## src/rtl/cpu_defs.sv

```systemverilog
// Shared definitions for the SimpleCPU pipeline controller: exception codes,
// exception vectors, redirect FSM encoding and bus-width macros.
`ifndef CPU_DEFS_SV
`define CPU_DEFS_SV

`define DATA_BUS [DATA_WIDTH-1:0]
`define PREG_BUS [PREG_WIDTH-1:0]

package cpu_defs;

  localparam logic [31:0] EXCEPT_NONE     = 32'h0000_0000;
  localparam logic [31:0] EXCEPT_INT      = 32'h0000_0001;
  localparam logic [31:0] EXCEPT_SYSCALL  = 32'h0000_0002;
  localparam logic [31:0] EXCEPT_BREAK    = 32'h0000_0003;
  localparam logic [31:0] EXCEPT_OVERFLOW = 32'h0000_0004;
  localparam logic [31:0] EXCEPT_ERET     = 32'h0000_0005;

  localparam logic [31:0] EXCEPT_INT_ADDR      = 32'h0000_0200;
  localparam logic [31:0] EXCEPT_SYSCALL_ADDR  = 32'h0000_0180;
  localparam logic [31:0] EXCEPT_BREAK_ADDR    = 32'h0000_0190;
  localparam logic [31:0] EXCEPT_OVERFLOW_ADDR = 32'h0000_01a0;

  typedef enum logic {
    IDLE    = 1'b0,
    PENDING = 1'b1
  } redir_state_e;

endpackage

`endif

```

## src/rtl/hazard_match.sv

```systemverilog
// Load-use detector: compares every decode source operand against every
// in-flight load destination that cannot yet be forwarded.
module hazard_match #(
  parameter int NUM_SRC    = 2,
  parameter int LU_DEPTH   = 1,
  parameter int PREG_WIDTH = 6
) (
  input  logic [NUM_SRC-1:0]             src_en,
  input  logic [NUM_SRC*PREG_WIDTH-1:0]  src_addr,
  input  logic [LU_DEPTH-1:0]            ld_wb,
  input  logic [LU_DEPTH*PREG_WIDTH-1:0] ld_addr,
  output logic                           load_use
);

  logic `PREG_BUS src_a;
  logic `PREG_BUS ld_a;

  // OR of all source/load address matches over the full comparator array
  always_comb begin
    load_use = 1'b0;
    src_a    = '0;
    ld_a     = '0;
    for (int k = 0; k < NUM_SRC; k++) begin
      for (int j = 0; j < LU_DEPTH; j++) begin
        src_a = src_addr[k*PREG_WIDTH +: PREG_WIDTH];
        ld_a  = ld_addr[j*PREG_WIDTH +: PREG_WIDTH];
        if (src_en[k] && ld_wb[j] && (src_a == ld_a)) begin
          load_use = 1'b1;
        end
      end
    end
  end

endmodule

```

## src/rtl/pipeline_ctrl.sv

```systemverilog
// Hazard and redirect controller for the in-order pipeline: per-stage
// stall/flush, fetch redirect with exception priority, fetch drain and a
// saturating load-use stall counter.
module pipeline_ctrl
  import cpu_defs::*;
#(
  parameter int DATA_WIDTH = 32,
  parameter int STAGES     = 5,
  parameter int PREG_WIDTH = 6,
  parameter int NUM_SRC    = 2,
  parameter int BR_STAGE   = 2,
  parameter int LU_DEPTH   = 1,
  parameter int CNT_WIDTH  = 16
) (
  input  logic                           clk,
  input  logic                           rst,
  input  logic                           run,
  input  logic [STAGES-1:0]              stage_busy,
  input  logic                           dec_extra_stall,
  input  logic [NUM_SRC-1:0]             dec_src_en,
  input  logic [NUM_SRC*PREG_WIDTH-1:0]  dec_src_addr,
  input  logic                           dec_branch,
  input  logic [LU_DEPTH-1:0]            ld_wb,
  input  logic [LU_DEPTH*PREG_WIDTH-1:0] ld_addr,
  input  logic                           br_take,
  input  logic `DATA_BUS                 br_target,
  input  logic `DATA_BUS                 exception,
  input  logic `DATA_BUS                 cp0_epc,
  output logic [STAGES-1:0]              stall,
  output logic [STAGES-1:0]              flush,
  output logic                           global_flush,
  output logic                           redirect_valid,
  output logic `DATA_BUS                 redirect_target,
  output logic [CNT_WIDTH-1:0]           lu_stall_cnt
);

  localparam logic `DATA_BUS NO_EXC = DATA_WIDTH'(EXCEPT_NONE);

  // Maps an exception code to its handler vector; ERET returns to EPC.
  function automatic logic `DATA_BUS exc_vector(input logic `DATA_BUS code,
                                                input logic `DATA_BUS epc);
    case (code)
      DATA_WIDTH'(EXCEPT_INT):      exc_vector = DATA_WIDTH'(EXCEPT_INT_ADDR);
      DATA_WIDTH'(EXCEPT_SYSCALL):  exc_vector = DATA_WIDTH'(EXCEPT_SYSCALL_ADDR);
      DATA_WIDTH'(EXCEPT_BREAK):    exc_vector = DATA_WIDTH'(EXCEPT_BREAK_ADDR);
      DATA_WIDTH'(EXCEPT_OVERFLOW): exc_vector = DATA_WIDTH'(EXCEPT_OVERFLOW_ADDR);
      DATA_WIDTH'(EXCEPT_ERET):     exc_vector = epc;
      default:                      exc_vector = '0;
    endcase
  endfunction

  redir_state_e           state_q, state_d;
  logic `DATA_BUS         pend_target_q, pend_target_d;
  logic                   drain_q, drain_d;
  logic                   global_flush_q, global_flush_d;
  logic [CNT_WIDTH-1:0]   cnt_q, cnt_d;
  logic                   load_use;
  logic                   hazard_dec;

  hazard_match #(
    .NUM_SRC    (NUM_SRC),
    .LU_DEPTH   (LU_DEPTH),
    .PREG_WIDTH (PREG_WIDTH)
  ) u_hazard_match (
    .src_en   (dec_src_en),
    .src_addr (dec_src_addr),
    .ld_wb    (ld_wb),
    .ld_addr  (ld_addr),
    .load_use (load_use)
  );

  assign hazard_dec = load_use | (dec_branch & stage_busy[0]) | dec_extra_stall;

  // Stall propagates backwards from write-back; bubbles enter where a stalled
  // stage feeds a moving one, then branch/drain/global kills are overlaid.
  always_comb begin
    stall = '1;
    flush = '1;
    if (run) begin
      stall[STAGES-1] = stage_busy[STAGES-1];
      for (int i = STAGES-2; i >= 0; i--) begin
        stall[i] = stage_busy[i] | stall[i+1] | ((i == 1) ? hazard_dec : 1'b0);
      end
      for (int i = 0; i < STAGES-1; i++) begin
        flush[i] = stall[i] & ~stall[i+1];
      end
      flush[STAGES-1] = stage_busy[STAGES-1];
      if (br_take) begin
        flush[BR_STAGE-1:0] = '1;
      end
      if (drain_q) begin
        flush[0] = 1'b1;
      end
      if (global_flush_q) begin
        flush = '1;
      end
    end
  end

  // Next state for redirect FSM, drain flag, global flush pulse and counter;
  // everything holds while the core is not running.
  always_comb begin
    state_d        = state_q;
    pend_target_d  = pend_target_q;
    drain_d        = drain_q;
    global_flush_d = 1'b0;
    cnt_d          = cnt_q;
    if (run) begin
      global_flush_d = (exception != NO_EXC);
      if (exception != NO_EXC) begin
        state_d       = PENDING;
        pend_target_d = exc_vector(exception, cp0_epc);
      end else if ((state_q == IDLE) && br_take && stall[0]) begin
        state_d       = PENDING;
        pend_target_d = br_target;
      end else if ((state_q == PENDING) && !stall[0]) begin
        state_d = IDLE;
      end

      if (global_flush_q) begin
        drain_d = 1'b0;
      end else if (br_take && stage_busy[0]) begin
        drain_d = 1'b1;
      end else if (drain_q && !stage_busy[0]) begin
        drain_d = 1'b0;
      end

      if (load_use && (cnt_q != '1)) begin
        cnt_d = cnt_q + CNT_WIDTH'(1);
      end
    end
  end

  // Control state registers with synchronous reset
  always_ff @(posedge clk) begin
    if (rst) begin
      state_q        <= IDLE;
      pend_target_q  <= '0;
      drain_q        <= 1'b0;
      global_flush_q <= 1'b0;
      cnt_q          <= '0;
    end else begin
      state_q        <= state_d;
      pend_target_q  <= pend_target_d;
      drain_q        <= drain_d;
      global_flush_q <= global_flush_d;
      cnt_q          <= cnt_d;
    end
  end

  assign global_flush    = global_flush_q;
  assign redirect_valid  = br_take | (state_q == PENDING);
  assign redirect_target = (state_q == PENDING) ? pend_target_q : br_target;
  assign lu_stall_cnt    = cnt_q;

endmodule

```

## config.mk

```make
export PLATFORM = sky130hd
export DESIGN_NAME = pipeline_ctrl
export DESIGN_NICKNAME = d
export VERILOG_FILES = /design/src/rtl/cpu_defs.sv /design/src/rtl/hazard_match.sv /design/src/rtl/pipeline_ctrl.sv
export SDC_FILE = /design/constraint.sdc
export NUM_CORES = 1
export LEC_CHECK = 0
export BUFFER_PORTS_ARGS = -buffer_cell sky130_fd_sc_hd__buf_2
export CAP_MARGIN = 20
export CORE_MARGIN = 3
export CORE_UTILIZATION = 48
export DETAILED_ROUTE_END_ITERATION = 10
export GPL_TIMING_DRIVEN = 0
export PLACE_DENSITY_LB_ADDON = 0.15
export SLEW_MARGIN = 0
export SYNTH_ARGS = -nofsm -noshare
export SYNTH_HDL_FRONTEND = slang
export SYNTH_HIERARCHICAL = 1
export SYNTH_SLANG_ARGS = --single-unit
```

## constraint.sdc

```tcl
create_clock -name clk -period 6.9 [get_ports clk]
set_clock_uncertainty 0.05 [all_clocks]
set_input_delay 1.035 -clock clk [delete_from_list [all_inputs] [get_ports clk]]
set_output_delay 1.035 -clock clk [all_outputs]
set_load 0.03 [all_outputs]
```

==> impl_metrics.csv, run 1 <==
group,metric,value,unit
outcome,status,"complete, no violations",
detailed_routing,drt_iter0_markers,117,
synth,synth.distinct_cells,50,
detailed_routing,wl_per_cell,15.88,um
synth,ys.flop_type,"dfxtp_1",
timing,rsz0062_at_grt,"no",
synth,synth_edf_count,0,
grt,grt_max_degree,15,
timing,slew_headroom,46.00,%
timing,worst_slack,2.898,ns
synth,yosys.area.top_type,"dfxtp_1",
layout,finalInstanceArea,4481,um2
clock_tree,cts_tree,"done",
detailed_routing,vias,3648,
worst_setup_path,worstSetupPathType,"in -> out",
worst_setup_path,cp_num_buf_inv,2,
placed_design,place_inst,650,
synth,syn_area,3357,um2
grt,grt_use_met2,46.41,%
placed_design,gp_congestion,0.8902,
pwr,ir_worst_vdd,0.1092,mV
placed_design,placed_cell_area,4399,um2
grt,grt_pass1_wl,15970,um
worst_setup_path,endpoint_kind,"primary output",
worst_setup_path,crit_path_frequent_cell,"buf_2",
layout,synthToLayoutAreaGrowth,33.47,%
timing,setup_viol,0,
grt,grt_use_met3,4.015,%
timing,hold_viol_final,0,
layout,stdcell_count,658,
floorplanning,num_rows,29,
grt,grt_usage,24.99,%
grt,grt_pass1_vias,3542,
worst_hold_path,holdPathStages,2,
floorplanning,core,6568,um2
synth,synth_area_leaders,"dfxtp_1 30%, mux2_2 11%, o31ai_2 7.5%",
placed_design,io_buffers,185,
layout,antenna_cells,0,
pwr,power_density,143.4,nW/um2
synth,ys_top_cells_by_count,"51 x dfxtp_1, 32 x mux2_2, 28 x nand3b_1, 27 x a22oi_1, 21 x nor2_1",
clock_tree,cts_made_buffers,5,
synth,synth_warnings,6,
clock_tree,path_clk_slew,0.09,ns
worst_setup_path,cp.arrival,2.92,ns
synth,yosysSeqAreaShare,30.41,%
synth,synthCells,372,
layout,post-route-util,68.22,%
clock_tree,post_cts_buffers,0,
worst_hold_path,min_path_type,"reg -> reg",
clock_tree,cts.sinks,51,
clock_tree,h-tree-depth,2,
layout,layout-drive-gt1-share,46.02,%
layout,fin_nets,693,
synth,synth.most_common_cell,"dfxtp_1",
worst_setup_path,crit_chain,"buf_2, xor2_1, or4_1, o22ai_1, a2111oi_0, o41ai_1, buf_2",
worst_setup_path,crit_fanout,6,
synth,netlist.area_leader.share,30.41,%
clock_tree,clock_path_buffers,2,
worst_setup_path,reg2reg_from,"lu_stall_cnt[2]",
clock_tree,holdBufCountCts,0,
worst_setup_path,critical_path_required,5.81,ns
floorplanning,initial_core_util,51.11,%
clock_tree,cts_root_buffer,"clkbuf_8",
job,maxCapViolCount,0,
grt,global_route.usage.met1,30.10,%
timing,min_period_over_period,58.00,%
worst_setup_path,timing.rr.end,"lu_stall_cnt[6]",
worst_setup_path,reg2regPathDepth,8,
floorplanning,dieArea,8034,um2
detailed_routing,remaining_drc_errors,0,
detailed_routing,finalWirelength,10450,um
worst_setup_path,r2r_slack,4.58,ns
synth,syn_nets,501,
worst_hold_path,min_from,"pend_target_q[16]",
worst_setup_path,slowest_stage,"or4_1",
timing,post-route-min-period,4.002,ns
pwr,total_power,0.6427,mW
detailed_routing,viasPerCell,5.544,
worst_setup_path,crit_path_start_kind,"input pin",
grt,antenna_found_initial,0,
synth,syn_avg_cell_area,9.024,um2
placed_design,place_hpwl,8210,um
timing,holdWs,0.4247,ns
timing,fmax,0.2499,GHz
pwr,p_leak,1.930,nW
synth,synth_seq_cells,51,
synth,synthArstFlopShare,0,%
clock_tree,cts_resized,0,
floorplanning,fp.dieH,89.63,um
grt,gr-total-overflow,0,
detailed_routing,postRouteAntennaNets,0,
placed_design,dp_slack,2.900,ns
worst_setup_path,critPathTopFamily,"compound AO/OA/AOI/OAI gates",
clock_tree,insertion_delay,0.29,ns
worst_setup_path,cpPeakStageDelay,0.52,ns
floorplanning,io_pins,188,
worst_hold_path,holdPathEnd,"pend_target_q[16]",
layout,fillers,580,
detailed_routing,firstDrtPassIters,5,
timing,tightestPinTransition,0.7896,ns
timing,setup_tns,0,ns
floorplanning,dieWidth,89.63,um
timing,report.final.slew_viol_count,0,
grt,grt_busiest_layer,"met2",
[placed cells by master, fill, tap and decap left out, drive strengths merged, types with 8 or more instances in the layout]
master,instances
inv,8
nand2,20
clkbuf,26
a22oi,27
nor2,21
nand3,11
nand3b,28
xnor2,19
nor4,10
dfxtp,51
o31ai,26
mux2,32
a21oi,13
buf,198
[final cells by class]
class | count | area [um2] | area share (%)
Sequential cell | 51 | 1021 | 22.79
Inverter | 8 | 30.03 | 0.6702
Buffer | 32 | 153.9 | 3.435
Tap cell | 93 | 116.4 | 2.597
Clock inverter | 1 | 5.005 | 0.1117
Timing Repair Buffer | 185 | 925.9 | 20.66
Clock buffer | 7 | 76.32 | 1.703
Multi-Input combinational cell | 281 | 2152 | 48.03
[cell families after synthesis]
| kind of cell | share of synthesized area (%) |
|---|---|
| AND/OR/NAND/NOR | 22.51 |
| AO/OA/AOI/OAI | 23.41 |
| flip-flops | 30.41 |
| buffers and inverters | 5.479 |
| multiplexers | 11.03 |
| XOR/XNOR | 6.783 |
| adder cells (fa/ha/maj) | 0.3727 |
[tightest hold or removal path, cell delays in order, from the launching register on]
cell and delay [ns]:
dfxtp_1 0.33, nand2_1 0.05, a21oi_1 0.05
[flip-flops by register name, summed over array words and instances (netlist names)]
register / count
state_q: 1
lu_stall_cnt: 16
drain_q: 1
pend_target_q: 32
global_flush: 1
[metal layers]
layer,routed length (um),vias to the layer above,part of all wire (%)
li1,-,1777,-
met1,4285,1707,41
met2,5375,154,51
met3,656,10,6.3
met4,129,0,1.2
met5,0,-,0
[how the worst max path moves through the flow]
stage	slack, ns	cells after the start	start	to
floorplan	2.65	5	dec_src_addr[5]	flush[1]
global placement	2.88	7	ld_addr[5]	flush[1]
detailed placement	2.90	7	ld_addr[5]	flush[1]
CTS	2.90	7	ld_addr[5]	flush[1]
global route	2.76	8	ld_addr[4]	flush[0]
finish	2.90	7	ld_addr[5]	flush[1]
[power breakdown]
group / total, mW / switching (mW) / internal, mW / leakage (nW)
combinational: 0.176 / 0.104 / 0.0727 / 1.48
clock: 0.169 / 0.0978 / 0.0716 / 0.0422
sequential: 0.297 / 0.000993 / 0.296 / 0.412
total: 0.643 / 0.202 / 0.440 / 1.93
(Power assumes the default switching activity.)
==> run 2, diff against run 1 <==
- CORE_UTILIZATION: 48 -> 41
- clock period: 6.9 -> 3.4 ns (I/O delays scaled with it)
==> impl_metrics.csv, run 2 (synthesis results as in run 1) <==
group,metric,value,unit
outcome,status,"complete, no violations",
worst_setup_path,crit_path_start_kind,"input pin",
placed_design,io_buffers,185,
timing,holdWs,0.4203,ns
clock_tree,cts.sinks,51,
layout,layout_common_cells,"191 x buf_2, 51 x dfxtp_1, 32 x mux2_2",
worst_setup_path,endpoint_kind,"primary output",
floorplanning,num_rows,32,
clock_tree,holdBufCountCts,0,
clock_tree,cts_made_buffers,5,
clock_tree,path_clk_slew,0.10,ns
layout,largest_register_ffs,32,
timing,slew_headroom,41.49,%
pwr,ir_worst_vdd,0.1675,mV
timing,rsz0062_at_grt,"no",
pwr,clock_power_share,27.4,%
floorplanning,initial_core_util,42.78,%
worst_setup_path,r2r_slack,1.16,ns
placed_design,gp_congestion,0.8926,
grt,antenna_found_initial,0,
pwr,seqPwrFrac,45.5,%
floorplanning,io_pins,188,
placed_design,place_hpwl,8233,um
floorplanning,dieWidth,96.49,um
floorplanning,fp.dieH,96.49,um
timing,tightestPinTransition,0.8555,ns
pwr,p_sw_share,32.64,%
pwr,p_comb_share,27.1,%
worst_setup_path,cp.arrival,2.43,ns
detailed_routing,wl_per_cell,15.72,um
clock_tree,h-tree-depth,2,
timing,report.final.slew_viol_count,0,
detailed_routing,firstDrtPassIters,4,
grt,grt_pass1_wl,15910,um
timing,post-route-min-period,2.986,ns
timing,setup_viol,0,
clock_tree,clock_path_buffers,2,
pwr,power_density,294.4,nW/um2
grt,grt_usage,21.59,%
timing,hold_viol_final,0,
detailed_routing,finalWirelength,10490,um
pwr,power.switching,0.4322,mW
layout,antenna_cells,0,
timing,worst_slack,0.4136,ns
layout,layout-drive-gt1-share,46.37,%
layout,top_register,"pend_target_q",
clock_tree,cts_resized,0,
worst_setup_path,crit_fanout,6,
detailed_routing,viasPerCell,5.403,
pwr,p_leak,1.928,nW
clock_tree,insertion_delay,0.31,ns
grt,grt_pass1_vias,3390,
grt,grt_max_degree,17,
floorplanning,core,7848,um2
clock_tree,cts_tree,"done",
detailed_routing,remaining_drc_errors,0,
layout,fillers,774,
job,maxCapViolCount,0,
clock_tree,post_cts_buffers,0,
timing,setup_tns,0,ns
floorplanning,dieArea,9309,um2
timing,min_period_over_period,87.84,%
detailed_routing,drt_iter0_markers,134,
clock_tree,cts_root_buffer,"clkbuf_8",
layout,finalInstanceArea,4499,um2
worst_setup_path,critical_path_required,2.84,ns
layout,fin_nets,693,
worst_setup_path,worstSetupPathType,"in -> out",
pwr,p_int,0.8922,mW
detailed_routing,vias,3604,
detailed_routing,postRouteAntennaNets,0,
placed_design,placed_cell_area,4410,um2
grt,gr-total-overflow,0,
layout,synthToLayoutAreaGrowth,34.03,%
placed_design,dp_slack,0.1775,ns
worst_hold_path,min_path_type,"reg -> reg",
timing,fmax,0.3348,GHz
layout,layout_commonest_cell,"buf_2",
run 2: cell type report:
type	count	area, um2	area share [%]
plain buffers	32	153.9	3.420
clock buffers	5	68.82	1.529
clock inverters	3	20.02	0.4449
inverters	8	30.03	0.6674
multi-input cells	281	2152	47.83
flip-flops and latches	51	1021	22.69
well taps	102	127.6	2.836
repair buffers	185	925.9	20.58
run 2: per-stage QoR:
step / std cells / util (%) / power, mW
2_1_floorplan: 372 / - / 0.8263
3_3_place_gp: 659 / 56.20 / 0.9709
3_5_place_dp: 659 / 56.20 / 0.9758
4_1_cts: 667 / 57.33 / 1.335
5_1_grt: 667 / 57.33 / 1.380
6_report: 667 / 57.33 / 1.324
run 2: metal layers:
layer | vias to the layer above | wire length, um | GRT usage [%]
met4 | 0 | 133 | 4.907
met2 | 159 | 5208 | 38.39
met1 | 1662 | 4291 | 27.19
met5 | - | 0 | 0
met3 | 12 | 855 | 3.718
li1 | 1771 | - | -
run 2: worst max-delay path, cell delays in order:
cell       delay (ns)
buf_2            0.12
xor2_1           0.14
or4_1            0.50
o22ai_1          0.39
a2111oi_0        0.22
o41ai_1          0.29
buf_2            0.26
run 2: final timing paths:
check	from	end	cells after the start
worst max-delay path	ld_addr[3]	flush[1]	7
worst min-delay path	pend_target_q[4]	pend_target_q[4]	2
worst max register to register	state_q	pend_target_q[9]	8
worst min register to register	pend_target_q[4]	pend_target_q[4]	2
run 2: power by group through the flow:
stage / Sequential, mW / Combinational [mW] / Clock (mW)
2_1_floorplan: 0.617 / 0.209 / 0
3_3_place_gp: 0.616 / 0.355 / 0
3_5_place_dp: 0.616 / 0.360 / 0
4_1_cts: 0.602 / 0.361 / 0.371
5_1_grt: 0.603 / 0.387 / 0.390
6_report: 0.602 / 0.359 / 0.363
==> run 3, diff against run 2 <==
- SYNTH_HIERARCHICAL: 1 -> not set
==> impl_metrics.csv, run 3 <==
group,metric,value,unit
outcome,status,"complete, no violations",
worst_setup_path,crit_path_start_kind,"input pin",
clock_tree,insertion_delay,0.30,ns
timing,min_period_over_period,91.28,%
clock_tree,post_cts_buffers,0,
timing,setup_tns,0,ns
pwr,seqPwrFrac,46.5,%
job,maxCapViolCount,0,
pwr,power.switching,0.3900,mW
timing,report.final.slew_viol_count,0,
clock_tree,cts.sinks,51,
detailed_routing,route.met2.wl,4875,um
synth,ys.flop_type,"dfxtp_1",
pwr,p_int,0.9012,mW
pwr,total_power,1.291,mW
timing,worst_slack,0.2966,ns
grt,grt_usage,20.58,%
synth,ys_top_cells_by_count,"51 x dfxtp_1, 45 x nand2_1, 35 x nand2b_1, 33 x mux2_2, 33 x mux2i_1",
synth,yosys.area.top_type,"dfxtp_1",
floorplanning,dieArea,9338,um2
floorplanning,initial_core_util,42.92,%
layout,layout_commonest_cell,"buf_2",
grt,grt_pass1_vias,3506,
floorplanning,num_rows,32,
pwr,ir_worst_vdd,0.1457,mV
worst_setup_path,slowest_stage,"or4_1",
synth,synthCells,385,
worst_setup_path,worstSetupPathType,"in -> out",
clock_tree,cts_made_buffers,5,
timing,fmax,0.3222,GHz
worst_setup_path,critPathTopFamily,"simple AND/OR/NAND/NOR gates",
synth,yosys.area_share.xor_xnor,3.900,%
clock_tree,cts_tree,"done",
detailed_routing,postRouteAntennaNets,0,
timing,tightestPinTransition,0.6025,ns
clock_tree,path_clk_slew,0.09,ns
detailed_routing,wl_per_cell,14.47,um
placed_design,placed_cell_area,4432,um2
layout,synthToLayoutAreaGrowth,33.99,%
timing,slew_headroom,59.79,%
detailed_routing,drt_iter0_markers,107,
clock_tree,holdBufCountCts,0,
worst_setup_path,cpPeakStageDelay,0.52,ns
clock_tree,cts_root_buffer,"clkbuf_8",
pwr,power_density,286.1,nW/um2
detailed_routing,route.met3.wl,683,um
grt,antenna_found_initial,0,
layout,finalInstanceArea,4513,um2
placed_design,dp_slack,0.2964,ns
detailed_routing,top_layer,"met4",
timing,setup_viol,0,
timing,rsz0062_at_grt,"no",
timing,post-route-min-period,3.103,ns
grt,grt_pass1_wl,16480,um
layout,top_register,"pend_target_q",
layout,antenna_cells,0,
detailed_routing,remaining_drc_errors,0,
placed_design,gp_congestion,0.9448,
synth,synthMuxAreaShare,20.84,%
detailed_routing,finalWirelength,9871,um
synth,synth.distinct_cells,45,
grt,grt_max_degree,15,
worst_setup_path,crit_chain,"buf_2, xor2_1, or4_1, o22ai_1, or4_1, a21oi_1, o211ai_1, buf_2",
layout,fillers,752,
placed_design,io_buffers,187,
timing,holdWs,0.4282,ns
clock_tree,clock_path_buffers,2,
worst_setup_path,cp_num_buf_inv,2,
pwr,p_leak,2.065,nW
grt,gr-total-overflow,0,
detailed_routing,viasPerCell,5.150,
synth,synth_compound_area_share,14.60,%
layout,largest_register_ffs,32,
synth,syn_avg_cell_area,8.749,um2
floorplanning,fp.dieH,96.64,um
layout,layout-drive-gt1-share,41.38,%
pwr,p_sw_share,30.20,%
synth,syn_area,3368,um2
synth,synth_edf_count,0,
worst_setup_path,crit_fanout,6,
clock_tree,h-tree-depth,2,
synth,syn_nets,514,
worst_setup_path,cp.arrival,2.54,ns
floorplanning,core,7848,um2
timing,hold_viol_final,0,
floorplanning,dieWidth,96.64,um
worst_hold_path,min_path_type,"reg -> reg",
synth,synth_warnings,0,
floorplanning,io_pins,188,
synth,synth.most_common_cell,"dfxtp_1",
layout,layout_common_cells,"187 x buf_2, 51 x dfxtp_1, 45 x nand2_1",
synth,netlist.area_leader.share,30.31,%
detailed_routing,wl_met1,4218,um
clock_tree,cts_resized,0,
worst_setup_path,endpoint_kind,"primary output",
synth,yosys.area_share.simple,25.41,%
placed_design,place_hpwl,7937,um
worst_setup_path,critical_path_required,2.84,ns
layout,fin_nets,708,
synth,synth_area_leaders,"dfxtp_1 30%, mux2_2 11%, mux2i_1 9.8%",
synth,synthArstFlopShare,0,%
detailed_routing,vias,3512,
synth,synth_seq_cells,51,
synth,synthAdderAreaFrac,0.3715,%
synth,yosysSeqAreaShare,30.31,%
detailed_routing,firstDrtPassIters,4,
pwr,p_comb_share,27.1,%
synth,synth_top_family_by_area,"simple AND/OR/NAND/NOR gates",
pwr,clock_power_share,26.5,%
==> run 3: changes by cell type after synthesis, moves of 8 or more <==
cell      before  now
a22oi_1       27    1
nand3b_1      28    0
o21ai_0        5   13
mux2i_1        1   33
nor2_1        21   13
nand2_1       20   45
o31ai_2       20    0
a22o_1         0   27
nand2b_1       7   35
xnor2_1       19    6
or3_1          0    9
==> run 3: kinds of logic after synthesis <==
| family | Yosys count |
|---|---|
| adders and majority gates | 1 |
| DFF | 51 |
| muxes | 66 |
| and+or+nand+nor | 153 |
| buffers and inverters | 32 |
| xor gates and xnor gates | 15 |
| AOI/OAI and AO/OA | 67 |
==> run 3: layer usage <==
layer | global-route usage [%] | up-vias
li1 | - | 1775
met1 | 25.53 | 1613
met2 | 36.15 | 117
met3 | 4.686 | 7
met4 | 4.752 | 0
met5 | 0 | -
==> run 3: power groups by stage <==
stage | Combinational [mW] | Sequential [mW] | Clock (mW)
final | 0.349 | 0.600 | 0.342
after global placement | 0.347 | 0.614 | 0
after detailed placement | 0.351 | 0.614 | 0
after global routing | 0.379 | 0.600 | 0.368
after floorplan | 0.207 | 0.615 | 0
after CTS | 0.353 | 0.600 | 0.354
==> run 3: layout make-up <==
type / instances / area [um2] / share of cell area (%)
Clock buffer: 7 / 76.32 / 1.691
Clock inverter: 1 / 5.005 / 0.1109
Multi-Input combinational cell: 302 / 2193 / 48.60
Buffer: 24 / 123.9 / 2.745
Sequential cell: 51 / 1021 / 22.62
Timing Repair Buffer: 187 / 935.9 / 20.74
Inverter: 8 / 30.03 / 0.6654
Tap cell: 102 / 127.6 / 2.828
==> run 3: final timing paths <==
check / startpoint / end / slack [ns] / cells after the start
setup / recovery: ld_addr[4] / flush[1] / 0.30 / 8
hold / removal: pend_target_q[19] / pend_target_q[19] / 0.43 / 2
setup reg to reg: lu_stall_cnt[6] / lu_stall_cnt[2] / 1.21 / 6
hold reg to reg: pend_target_q[19] / pend_target_q[19] / 0.43 / 2
==> run 3: metrics by stage <==
stage,util [%],instances
after global routing,57.51,682
after global placement,56.47,674
after floorplan,-,385
final,57.51,682
after detailed placement,56.47,674
after CTS,57.51,682
==> run 3: worst register-to-register path, delay by kind of cell (launching register included) <==
family,cells,cell delay (ns)
flip-flops,1,0.47
multiplexers,1,0.28
AND/OR/NAND/NOR,5,1.28
